<file path="src/rtl/systolic_result_collector.sv">
// Result collector for the 2x2 systolic array.
// Captures the four PE accumulators on the sequencer strobes and buffers whole
// tiles in a small FIFO. Tiles drain as a row-major stream of words
// (c11, c12, c21, c22) over a valid/ready handshake. A one-cycle all_done pulse
// marks the end of a job once the sequencer's last strobe has been seen and
// every buffered tile has been delivered.
module systolic_result_collector #(
    parameter int ACC_W      = 32,
    parameter int TILE_DEPTH = 2
) (
    input  logic             clk,
    input  logic             reset,
    input  logic             push11,
    input  logic             pushedge,
    input  logic             push22,
    input  logic             last,
    input  logic [ACC_W-1:0] c11,
    input  logic [ACC_W-1:0] c12,
    input  logic [ACC_W-1:0] c21,
    input  logic [ACC_W-1:0] c22,
    output logic [ACC_W-1:0] out_data,
    output logic [1:0]       out_idx,
    output logic             out_valid,
    input  logic             out_ready,
    output logic [31:0]      tile_count,
    output logic             all_done,
    output logic             overflow,
    output logic             proto_err
);

    localparam int PTR_W = (TILE_DEPTH > 1) ? $clog2(TILE_DEPTH) : 1;
    localparam int CNT_W = $clog2(TILE_DEPTH + 1);
    localparam logic [CNT_W-1:0] FULL_COUNT = CNT_W'(TILE_DEPTH);

    // C_DROP / C_DROP22 follow the same strobe timing as C_EDGE / C_22 but
    // discard the tile, because the FIFO had no room when push11 arrived.
    typedef enum logic [2:0] {
        C_IDLE,
        C_EDGE,
        C_22,
        C_DROP,
        C_DROP22
    } cap_state_t;

    cap_state_t state;
    cap_state_t state_next;

    logic [ACC_W-1:0] mem [TILE_DEPTH][4];
    logic [ACC_W-1:0] cap11;
    logic [ACC_W-1:0] cap12;
    logic [ACC_W-1:0] cap21;
    logic [PTR_W-1:0] wr_ptr;
    logic [PTR_W-1:0] rd_ptr;
    logic [CNT_W-1:0] count;
    logic [1:0]       word_idx;
    logic             pending_done;

    logic xfer;
    logic pop;
    logic fifo_full;
    logic done_cond;
    logic only_edge;
    logic only_22;
    logic latch11;
    logic latch_edge;
    logic commit;
    logic set_ovf;
    logic set_err;

    // A tile slot whose last word leaves this cycle is treated as free, so a
    // push11 coinciding with the idx-3 handshake does not overflow.
    assign out_valid = (count != '0);
    assign xfer      = out_valid && out_ready;
    assign pop       = xfer && (word_idx == 2'd3);
    assign fifo_full = (count == FULL_COUNT) && !pop;
    assign only_edge = pushedge && !push11 && !push22;
    assign only_22   = push22 && !push11 && !pushedge;
    assign done_cond = pending_done && (count == '0) && (state == C_IDLE) && !out_valid;
    assign all_done  = done_cond;
    assign out_idx   = word_idx;
    assign out_data  = out_valid ? mem[rd_ptr][word_idx] : '0;

    // Capture FSM next-state and strobe decode.
    always_comb begin
        state_next = state;
        latch11    = 1'b0;
        latch_edge = 1'b0;
        commit     = 1'b0;
        set_ovf    = 1'b0;
        set_err    = 1'b0;
        case (state)
            C_IDLE: begin
                if (pushedge || push22) begin
                    set_err = 1'b1;
                end
                if (push11) begin
                    if (fifo_full) begin
                        set_ovf    = 1'b1;
                        state_next = C_DROP;
                    end else begin
                        latch11    = 1'b1;
                        state_next = C_EDGE;
                    end
                end
            end
            C_EDGE: begin
                if (only_edge) begin
                    latch_edge = 1'b1;
                    state_next = C_22;
                end else begin
                    set_err    = 1'b1;
                    state_next = C_IDLE;
                end
            end
            C_22: begin
                if (only_22) begin
                    commit = 1'b1;
                end else begin
                    set_err = 1'b1;
                end
                state_next = C_IDLE;
            end
            C_DROP: begin
                if (only_edge) begin
                    state_next = C_DROP22;
                end else begin
                    set_err    = 1'b1;
                    state_next = C_IDLE;
                end
            end
            C_DROP22: begin
                if (!only_22) begin
                    set_err = 1'b1;
                end
                state_next = C_IDLE;
            end
            default: begin
                state_next = C_IDLE;
            end
        endcase
    end

    // Capture FSM state register.
    always_ff @(posedge clk or posedge reset) begin
        if (reset) begin
            state <= C_IDLE;
        end else begin
            state <= state_next;
        end
    end

    // Partial-tile holding registers for c11, c12 and c21.
    always_ff @(posedge clk or posedge reset) begin
        if (reset) begin
            cap11 <= '0;
            cap12 <= '0;
            cap21 <= '0;
        end else begin
            if (latch11) begin
                cap11 <= c11;
            end
            if (latch_edge) begin
                cap12 <= c12;
                cap21 <= c21;
            end
        end
    end

    // Tile storage; contents are only meaningful while counted as occupied.
    always_ff @(posedge clk) begin
        if (commit) begin
            mem[wr_ptr][0] <= cap11;
            mem[wr_ptr][1] <= cap12;
            mem[wr_ptr][2] <= cap21;
            mem[wr_ptr][3] <= c22;
        end
    end

    // FIFO pointers, occupancy and the word position within the head tile.
    always_ff @(posedge clk or posedge reset) begin
        if (reset) begin
            wr_ptr   <= '0;
            rd_ptr   <= '0;
            count    <= '0;
            word_idx <= 2'd0;
        end else begin
            if (commit) begin
                wr_ptr <= wr_ptr + PTR_W'(1);
            end
            if (xfer) begin
                word_idx <= word_idx + 2'd1;
            end
            if (pop) begin
                rd_ptr <= rd_ptr + PTR_W'(1);
            end
            case ({commit, pop})
                2'b10:   count <= count + CNT_W'(1);
                2'b01:   count <= count - CNT_W'(1);
                default: count <= count;
            endcase
        end
    end

    // Job bookkeeping: delivered-tile counter, pending end-of-job and sticky errors.
    always_ff @(posedge clk or posedge reset) begin
        if (reset) begin
            tile_count   <= '0;
            pending_done <= 1'b0;
            overflow     <= 1'b0;
            proto_err    <= 1'b0;
        end else begin
            if (done_cond) begin
                tile_count   <= '0;
                pending_done <= 1'b0;
            end else begin
                if (pop) begin
                    tile_count <= tile_count + 32'd1;
                end
                if (last) begin
                    pending_done <= 1'b1;
                end
            end
            if (set_ovf) begin
                overflow <= 1'b1;
            end
            if (set_err) begin
                proto_err <= 1'b1;
            end
        end
    end

endmodule

</file>
<file path="config.mk">
export PLATFORM = sky130hd
export DESIGN_NAME = systolic_result_collector
export DESIGN_NICKNAME = d
export VERILOG_FILES = /design/src/rtl/systolic_result_collector.sv
export SDC_FILE = /design/constraint.sdc
export NUM_CORES = 1
export LEC_CHECK = 0
export CORE_ASPECT_RATIO = 1.4
export CORE_MARGIN = 2
export CORE_UTILIZATION = 45
export DETAILED_ROUTE_END_ITERATION = 7
export PLACE_DENSITY = 0.67
export SLEW_MARGIN = 20
export SYNTH_ARGS = -nofsm -noshare
export SYNTH_HDL_FRONTEND = slang
export SYNTH_SLANG_ARGS = --single-unit
</file>
<file path="constraint.sdc">
create_clock -name clk -period 8.8 [get_ports clk]
set_input_delay 1.76 -clock clk [delete_from_list [all_inputs] [get_ports clk]]
set_output_delay 1.76 -clock clk [all_outputs]
set_load 0.05 [all_outputs]
</file>
Word level (Yosys, flattened, before mapping)
Memories as Yosys holds them, arrays and structs flattened.
Index checks and enable logic that the tools add are counted.
Widths: inputs -> output; s select.
Operators by class
  add/sub/neg operators: 6
  multipliers: 0
  divide/modulo/power cells: 0
  order comparisons: 1
  equality and inequality tests: 9
  shifts and indexed selects: 0
  multiplexer cells: 30
  bitwise gates (word level): 1
  reductions and logical operators: 24
Operator list (number)
  $mux 32: 5
  $bmux 32 s2: 1
  $add 32x1->32 const B: 1
  $mux 1: 17
  $logic_and 1x1->1: 10
  $pmux 3 s3: 1
  $reduce_bool 2->1: 4
  $eq 2x2->1 const B: 3
  $eq 3x2->1 const B: 2
  $mux 3: 2
  $logic_not 1->1: 5
  $add 2x1->2 const B: 2
  $mux 2: 2
  $pmux 2 s2: 1
  $reduce_or 2->1: 2
  $eq 3x1->1 const B: 1
  $eq 3x3->1 const B: 1
  $ge 3x3->1 const B: 1
  $logic_not 3->1: 1
  $not 2->3: 1
  $pmux 1 s3: 1
  $add 1x1->1 const B: 2
  $eq 2x1->1 const B: 1
  $logic_not 2->1: 1
  3 further kinds: 3
Storage, ports and cells
  flip-flop bits (word level): 140
  bits in latches: 0
  RAM bits: 256
  ROM bits: 0
  input bits: 135
  output and inout bits: 70
  memories: 1
Memories
  mem: depth 2, width 128, rd ports 1, clocked after memory_dff 0, write ports 1, RTL line 48  | logic [ACC_W-1:0] mem [TILE_DEPTH][4];

Longest topological paths before layout
Gate-level depths: netlist of the first run.
  word-level depth: 8
  mapped depth: 9
  mapped depth without buffers: 8

Least setup slack after synthesis of the first run
OpenSTA, ideal clock, no wires.
  path kind: input port to flip-flop
  start: in pushedge
  end: mem mem[0][0] in the netlist's numbering, enable pin
  setup time: 0.617 ns
  arrival: 7.386 ns
  required time: 8.183 ns
  path slack: 0.797 ns
  cell stages on the path: 3
  path through: nor2_1 -> nand4_1 -> nor2_1
On the way
  word-level cells in the longest chain between the ends: 6
RTL lines
  start: declaration: RTL line 14  | input logic pushedge,
  $logic_not 1->1: RTL line 77  | assign only_22 = push22 && !push11 && !pushedge;
  $logic_and 1x1->1: RTL line 77
  $mux 1: RTL line 116  | if (only_22) begin
  $mux 1: RTL line 91  | case (state)
  $mux 1: RTL line 171  | if (commit) begin
  $mux 1 (implied by the code): RTL line 175  | mem[wr_ptr][3] <= c22;
  end: declaration: RTL line 48
Every way passes these cells.

Final worst setup path of the first run
  start: reg rd_ptr
  end: out out_data[14]
On the way
  word-level cells in the longest chain between the ends: 5
RTL lines
  start: declaration: RTL line 53  | logic [PTR_W-1:0] rd_ptr;
  start signal: assignment: RTL line 194  | rd_ptr <= rd_ptr + PTR_W'(1);
  $mem_v2 2x128
  $bmux 32 s2: RTL line 81  | assign out_data = out_valid ? mem[rd_ptr][word_idx] : '0;
  $mux 32 (implied by the code) (2 in a row): RTL line 81
  $mux 32: RTL line 81
  end: declaration: RTL line 21  | output logic [ACC_W-1:0] out_data,
Every way passes these cells. The select of a mux whose other input is x is not followed.

==> results of run 1 <==
## routing by layer
layer / up-vias / GRT usage (%)
met3: 41 / 3.07
met2: 193 / 32.8
met5: - / 0
li1: 3714 / -
met1: 4180 / 21.9
met4: 2 / 4.91
## worst paths after layout
path                                         from                         end  slack, ns
hold reg to reg              overflow$_DFFE_PP0P_        overflow$_DFFE_PP0P_       0.46
max in group asynchronous                   reset       cap21[10]$_DFFE_PP0P_       5.60
min in group asynchronous                   reset    pending_done$_DFFE_PP0P_       1.75
setup / recovery               rd_ptr$_DFFE_PP0P_                out_data[14]       3.33
hold / removal               overflow$_DFFE_PP0P_        overflow$_DFFE_PP0P_       0.46
setup reg to reg           out_idx[0]$_DFFE_PP0P_  tile_count[25]$_DFFE_PP0P_       5.28
## cells by family (layout without fill, tap and decap cells)
logic type                 count (synthesis)  in the layout  synth area share, %
AOI/OAI and AO/OA                         31             31                 1.31
xor gates and xnor gates                  16             16                0.906
adders and majority gates                  3              3                0.243
buffers and inverters                     50            295                 1.32
DFF                                      396            396                 72.4
muxes                                    204            204                 19.2
other                                      0              2                    0
and+or+nand+nor                          143            143                 4.68
## per-stage QoR
step	total power [mW]	utilization [%]	area (um2)	std cells	setup WS (ns)
floorplan	3.99	-	15500	843	0.797
global placement	4.62	53.1	18000	1467	3.79
detailed placement	4.67	53.1	18000	1467	3.75
CTS	6.36	57.0	19300	1539	3.17
global route	6.57	57.0	19300	1540	3.02
finish	6.27	57.0	19300	1541	3.33
## power groups by stage
| stage | clock [mW] | sequential (mW) | combinational [mW] |
|---|---|---|---|
| floorplan | 0 | 2.62 | 1.37 |
| global placement | 0 | 2.73 | 1.89 |
| detailed placement | 0 | 2.75 | 1.91 |
| CTS | 1.72 | 2.72 | 1.92 |
| global route | 1.80 | 2.77 | 2.00 |
| finish | 1.69 | 2.70 | 1.88 |
## sequential cells by signal, summed over array words and instances, names as in the netlist, 2 cells and up
name and cells:
mem 256, cap11 32, cap12 32, cap21 32, tile_count 32, state 3
count 2, out_idx 2
## critical path, delay by kind of cell (launching register included)
kind / cells / cell delay (ns)
DFF: 1 / 0.83
and+or+nand+nor: 1 / 0.07
buffers and inverters: 2 / 1.44
muxes: 2 / 0.79
## layout make-up
| type | count | area share (%) |
|---|---|---|
| inverter | 9 | 0.201 |
| antenna | 2 | 0.0259 |
| multi-input combinational | 397 | 21.2 |
| clock inverter | 11 | 0.764 |
| sequential | 396 | 57.9 |
| timing repair buffer | 214 | 10.9 |
| clock buffer | 61 | 6.00 |
| tap | 451 | 2.92 |
## cell usage after synthesis (8+ instances only)
cell type	number	area [um2]
buf_2	10	50.1
inv_1	8	30.0
nor2_1	52	195
xnor2_1	11	96.3
nand2_1	20	75.1
edfxtp_1	256	7690
nand3_1	11	55.1
or4_1	8	60.1
clkbuf_1	23	86.3
dfrtp_1	140	3500
mux2i_1	43	430
a21oi_1	12	60.1
mux2_1	94	1060
mux4_2	64	1440
nand4_1	14	87.6
==> impl_metrics.env, run 1 <==
export IMPL_dieHeight_um=223
export IMPL_endpoint_kind="primary output"
export IMPL_grt_max_degree=77
export IMPL_grt_pass1_vias=8590
export IMPL_ys_seq_area_share_pct=72.4
export IMPL_hp_class="register to register"
export IMPL_num_rows=80
export IMPL_first_pass_iters=6
export IMPL_post_route_drc_count=0
export IMPL_dp_hpwl_um=19500
export IMPL_drtIter0Drc=382
export IMPL_postRouteAntennaNets=0
export IMPL_min_period_over_period_pct=62.2
export IMPL_combPwrFrac_pct=30.0
export IMPL_crit_type="register to primary output"
export IMPL_critPathLaunchType="register"
export IMPL_peakVddDrop_mv=0.207
export IMPL_gr_total_overflow=0
export IMPL_cpPeakStageDelay_ns=0.83
export IMPL_cts_hold_buffers=0
export IMPL_post_cts_resized=0
export IMPL_routed_wirelength_um=31400
export IMPL_wl_met1_um=12600
export IMPL_worstRegToRegCells=5
export IMPL_final_nets=1195
export IMPL_netSwitchingPower_mw=2.05
export IMPL_synth_warnings=0
export IMPL_dieWidth_um=161
export IMPL_io_pin_count=205
export IMPL_intPower_mw=4.22
export IMPL_drive_gt1_share_pct=13.2
export IMPL_whs_ns=0.460
export IMPL_area_growth_syn_to_layout_pct=25.1
export IMPL_initial_utilization_pct=45.6
export IMPL_h_tree_depth=2
export IMPL_ys_flop_type="edfxtp_1"
export IMPL_rsz0062_at_grt="no"
export IMPL_drv_cap=0
export IMPL_fmax_mhz=183
export IMPL_fill_cells=2620
export IMPL_final_cell_mix="256 x edfxtp_1, 204 x clkdlybuf4s50_1, 137 x dfrtp_1"
export IMPL_synth_nets=981
export IMPL_arrival_ns=3.71
export IMPL_top_layer="met5"
export IMPL_worstSkewPairLatency_ns=0.54
export IMPL_gp_congestion=0.731
export IMPL_cp_slowest_cell="dfrtp_4"
export IMPL_period_needed_ns=5.47
export IMPL_drv_slew=0
export IMPL_clkPwrFrac_pct=26.9
export IMPL_syn_area_per_cell_um2=18.3
export IMPL_multiInputGateArea_um2=4100
export IMPL_postSynth_asyncResetShare_pct=35.4
export IMPL_cts_setup_buffers=0
export IMPL_status="finished clean"
export IMPL_wl_met3_um=1400
export IMPL_setup_viol=0
export IMPL_cp_required_ns=7.04
export IMPL_cts_made_buffers=39
export IMPL_cts_clk_slew_worst_paths_ns=0.06
export IMPL_final_common_cell="edfxtp_1"
export IMPL_synth_cell_type_count=42
export IMPL_synth_seq_cells=396
export IMPL_worstPathCellList="buf_4 -> mux4_2 -> mux2i_1 -> nor2_1 -> clkdlybuf4s50_1"
export IMPL_p_leak_nw=7.01
export IMPL_clkSinkCount=396
export IMPL_synth_enable_flop_cells=256
export IMPL_tns_ns=0
export IMPL_grt_pass1_wl_um=49300
export IMPL_core_area_um2=33900
export IMPL_cp_max_fo=37
export IMPL_route_met2_wl_um=16800
export IMPL_io_buffer_count=204
export IMPL_maxSlewHeadroom_pct=30.2
export IMPL_wl_per_cell_um=20.4
export IMPL_switching_share_pct=32.8
export IMPL_hold_viol=0
export IMPL_grt_total_usage_pct=17.9
export IMPL_seqCellArea_um2=11200
export IMPL_hold_path_depth=1
export IMPL_cts_root_buf="clkbuf_16"
export IMPL_netlist_area_um2=15500
export IMPL_syn_inst=843
export IMPL_via_per_inst=5.28
export IMPL_worst_pin_slew_ns=1.05
export IMPL_antenna_found_initial=3
export IMPL_die_area_um2=35900
export IMPL_fin_skew_ns=0.0203
export IMPL_powerDensity_nw_per_um2=324
export IMPL_seqPwrFrac_pct=43.1
export IMPL_vias=8130
export IMPL_cts_buffer_depth=3
export IMPL_cts_tree="built"
(Power assumes the default switching activity.)
==> run 2: changes to the inputs <==
Clock period 8.8 ns to 5.2 ns, I/O delays scaled along.
==> impl_metrics.env, run 2 (synthesized netlist as in run 1, its figures left out) <==
export IMPL_p_leak_nw=7.02
export IMPL_gp_congestion=0.722
export IMPL_worstRegToRegCells=6
export IMPL_io_buffer_count=204
export IMPL_place_inst=1472
export IMPL_cts_clk_slew_worst_paths_ns=0.06
export IMPL_gr_total_overflow=0
export IMPL_period_needed_ns=4.44
export IMPL_final_common_cell="edfxtp_1"
export IMPL_critPathLaunch="rd_ptr$_DFFE_PP0P_"
export IMPL_power_mw=10.5
export IMPL_reg2reg_slack_ns=1.75
export IMPL_status="finished clean"
export IMPL_largest_register_ffs=256
export IMPL_dieHeight_um=223
export IMPL_antenna_found_initial=6
export IMPL_worstSkewPairLatency_ns=0.53
export IMPL_fin_area_um2=19400
export IMPL_critPathLaunchType="register"
export IMPL_fin_skew_ns=0.0136
export IMPL_io_pin_count=205
export IMPL_core_area_um2=33900
export IMPL_area_growth_syn_to_layout_pct=25.2
export IMPL_grt_max_degree=129
export IMPL_cp_required_ns=4.16
export IMPL_cts_hold_buffers=0
export IMPL_cp_max_fo=36
export IMPL_crit_type="register to primary output"
export IMPL_layoutNonFillerInstCount=1546
export IMPL_cts_tree="built"
export IMPL_initial_utilization_pct=45.6
export IMPL_drtIter0Drc=454
export IMPL_powerDensity_nw_per_um2=542
export IMPL_grt_total_usage_pct=18.0
export IMPL_cpPeakStageDelay_ns=0.92
export IMPL_min_period_over_period_pct=85.4
export IMPL_hold_viol=0
export IMPL_final_nets=1201
export IMPL_cp_slowest_cell="dfrtp_4"
export IMPL_endpoint_kind="primary output"
export IMPL_grt_pass1_vias=8700
export IMPL_peakVddDrop_mv=0.375
export IMPL_drv_cap=0
export IMPL_via_per_inst=5.31
export IMPL_min_from="cap11[6]$_DFFE_PP0P_"
export IMPL_cts_setup_buffers=0
export IMPL_vias=8216
export IMPL_fmax_mhz=225
export IMPL_arrival_ns=3.40
export IMPL_hold_end="mem[1][102]$_DFFE_PP_"
export IMPL_die_area_um2=35900
export IMPL_cts_buffer_depth=3
export IMPL_clkSinkCount=396
export IMPL_placed_cell_area_um2=18100
export IMPL_h_tree_depth=2
export IMPL_postRouteAntennaNets=0
export IMPL_setup_viol=0
export IMPL_r2r_start="out_idx[0]$_DFFE_PP0P_"
export IMPL_final_cell_mix="256 x edfxtp_1, 204 x clkdlybuf4s50_1, 137 x dfrtp_1"
export IMPL_maxSlewHeadroom_pct=39.5
export IMPL_dieWidth_um=161
export IMPL_drive_gt1_share_pct=13.5
export IMPL_worst_pin_slew_ns=0.907
export IMPL_post_cts_resized=0
export IMPL_cts_made_buffers=39
export IMPL_hold_path_depth=0
export IMPL_dp_hpwl_um=19500
export IMPL_worstPathCellList="buf_4 -> mux4_2 -> mux2i_1 -> nor2_1 -> clkdlybuf4s50_1"
export IMPL_first_pass_iters=4
export IMPL_post_route_drc_count=0
export IMPL_wl_per_cell_um=20.3
export IMPL_hp_class="register to register"
export IMPL_num_rows=80
export IMPL_postLayoutCoreUtil_pct=57.0
export IMPL_grt_pass1_wl_um=49400
export IMPL_rsz0062_at_grt="no"
export IMPL_r2r_end="tile_count[25]$_DFFE_PP0P_"
export IMPL_regMostFlops="mem"
export IMPL_drv_slew=0
export IMPL_routed_wirelength_um=31500
export IMPL_cts_root_buf="clkbuf_16"
==> run 2: cell count changes in the layout (fill, tap and decap cells not counted), sizes merged <==
cell,delta
buf,+6
clkbuf,-10
clkinv,+9
clkinvlp,-1
diode,+1
==> run 2: report_power, final <==
group,internal [mW],leakage [nW],switching [mW]
registers,4.05,4.05,0.571
clock network,1.57,0.596,1.14
logic,1.41,2.38,1.75
total,7.03,7.02,3.46
==> run 2: through the flow <==
| stage | worst slack (ns) | hold WS, ns | setup TNS (ns) |
|---|---|---|---|
| 2_1_floorplan | -2.08 | 0.435 | -533.34 |
| 3_3_place_gp | 1.20 | 0.441 | 0 |
| 3_5_place_dp | 1.19 | 0.449 | 0 |
| 4_1_cts | 0.616 | 0.463 | 0 |
| 5_1_grt | 0.492 | 0.475 | 0 |
| 6_report | 0.760 | 0.465 | 0 |
==> run 2: final cells by class <==
cell class                 instances  area, um2
fill                            2619      14600
sequential                       396      11200
multi-input combinational        397       4100
timing repair buffer             220       2220
clock buffer                      51       1050
tap                              451        564
clock inverter                    19        166
inverter                           9       41.3
antenna                            3       7.51
==> run 2: worst max-delay path, delay by kind of cell, from the launching register on <==
| kind | cells | cell delay (ns) |
|---|---|---|
| flip-flops | 1 | 0.92 |
| buffers and inverters | 2 | 1.15 |
| multiplexers | 2 | 0.68 |
| AND/OR/NAND/NOR | 1 | 0.10 |
==> run 2: layer usage <==
layer  wire length (um)  track usage (%)
met1              12800             22.3
met2              16500             31.6
met3               1350             3.59
met4                816             6.22
met5                 46                0
==> run 2: worst max-delay path by stage <==
stage / to / slack (ns) / cells after the start
after floorplan: mem[0][0]$_DFFE_PP_ / -2.08 / 3
final: out_data[20] / 0.76 / 5
after global routing: out_data[24] / 0.49 / 5
after detailed placement: out_data[20] / 1.19 / 5
after global placement: out_data[20] / 1.20 / 5
after CTS: out_data[24] / 0.62 / 5
==> patch (settings of run 1) <==
Reset style: synchronous (`reset`), changed in 4 clocked blocks.
--- a/src/rtl/systolic_result_collector.sv
+++ b/src/rtl/systolic_result_collector.sv
@@ -141,7 +141,7 @@
     end
 
     // Capture FSM state register.
-    always_ff @(posedge clk or posedge reset) begin
+    always_ff @(posedge clk) begin
         if (reset) begin
             state <= C_IDLE;
         end else begin
@@ -150,7 +150,7 @@
     end
 
     // Partial-tile holding registers for c11, c12 and c21.
-    always_ff @(posedge clk or posedge reset) begin
+    always_ff @(posedge clk) begin
         if (reset) begin
             cap11 <= '0;
             cap12 <= '0;
@@ -177,7 +177,7 @@
     end
 
     // FIFO pointers, occupancy and the word position within the head tile.
-    always_ff @(posedge clk or posedge reset) begin
+    always_ff @(posedge clk) begin
         if (reset) begin
             wr_ptr   <= '0;
             rd_ptr   <= '0;
@@ -202,7 +202,7 @@
     end
 
     // Job bookkeeping: delivered-tile counter, pending end-of-job and sticky errors.
-    always_ff @(posedge clk or posedge reset) begin
+    always_ff @(posedge clk) begin
         if (reset) begin
             tile_count   <= '0;
             pending_done <= 1'b0;
Function: differs if reset is asserted again (counterexample within 4 cycles, from zero or initial values and one cycle with reset high); with reset held inactive, the same outputs for 4 cycles.
==> patch against run 1 <==
  * Critical path depth stayed put
  * Routed wire length up 5.3%
  * Critical endpoint is now out_data[18]
  * Synthesized area shrank 2.4%
  * Register-to-register slack better by 0.53 ns
  * Sequential cell count grew 1
  * Count of clock-buffer cells in the layout fell by 2
  * Design area shrank 1.9%
  * Setup slack improved by 0.10 ns
  * Clock skew fell by 0.012 ns
  * Synthesized cell count is 24% higher
Power is not compared: it rests on default switching activity, and its combinational part moved more than twofold at a synthesized area within 25%.
==> patch: results (changes against run 1) <==
[status]
status=completed

[drt]
routed_wl_mm=33.1  ; +5.3%
dr.pass1.iters=5  ; -1
num_vias=9036  ; +11%
vias_per_cell=5.27  ; about the same

[setup_path]
reg2reg_depth=6  ; +1
critPathMaxFanout=35  ; -5.4%
slowest_delay_ns=0.77  ; -0.06 ns
regToRegStartpoint=out_idx[0]
cp_slowest_cell=dfxtp_4

[synthesis]
synth_area_leaders=edfxtp_1 (51%), dfxtp_1 (19%), mux4_2 (9.5%), mux2i_1 (4.4%), nand2_1 (3.6%)
synthDistinctLibCells=45  ; +7.1%
synth_xor_area_frac=0.00928  ; +0.000219
yosys-mux-area-fraction=0.140  ; -0.0518
synth-edff-count=256  ; unchanged
avgSynthCellArea_um2=14.5  ; -21%
synth_fp_nets=1180  ; +20%
synth_adder_area_share=0.00249  ; +0.0000585
ys_seq_area_frac=0.696  ; -0.0276
synth_async_sr_flop_share=0  ; -0.354
synth_commonest_cells=edfxtp_1 (256), nand2_1 (145), dfxtp_1 (141), nor2_1 (91), a21oi_1 (84)

[placement]
place_area_mm2=0.0176  ; -2.4%
dpl.hpwl_mm=20.1  ; +2.8%
place_ws_ns=3.87  ; +0.114 ns
post-place-cells=1640  ; +12%
gp_congestion=0.756  ; +3.5%

[clocking]
ctsRootBufferMaster=clkbuf_16

[min_path]
hold_depth=0  ; -1
min_from=cap21[1]

[global_route]
grt_pass1_wl_mm=51.3  ; +4.0%
track_usage=0.189  ; +0.00970
grt_start_max_net_pins=101  ; +31%
antenna_found_initial=6  ; +3
grt_pass1_vias=9232  ; +7.5%

[cells_and_area]
final_nets=1374  ; +15%
largest_reg_flops=256  ; unchanged

[sta]
finalClockSkew_ns=0.00869  ; -0.0116 ns

[pwr]
p_sw_uw=742

[patch: per-layer routing]
layer | share of wire | vias to the layer above | global-route usage | wire (um)
li1 | - | 4283 | - | -
met1 | 0.40 | 4486 | 0.219 | 13100
met2 | 0.53 | 210 | 0.352 | 17500
met3 | 0.051 | 49 | 0.0407 | 1700
met4 | 0.021 | 8 | 0.0575 | 690
met5 | 0.0017 | - | 0 | 57
[patch: layout make-up]
class                           count  area (um2)
Multi-Input combinational cell    577        4350
Timing Repair Buffer              215        2150
Fill cell                        2665       14100
Inverter                            6        22.5
Tap cell                          445         557
Sequential cell                   397       10500
Antenna cell                        3        7.51
Clock buffer                       59        1190
Clock inverter                     12         171
[patch: worst paths after layout]
path                                        to  slack (ns)
worst max register to register  tile_count[20]        5.81
worst min-delay path                mem[1][33]        0.45
worst max-delay path              out_data[18]        3.43
worst min register to register      mem[1][33]        0.45
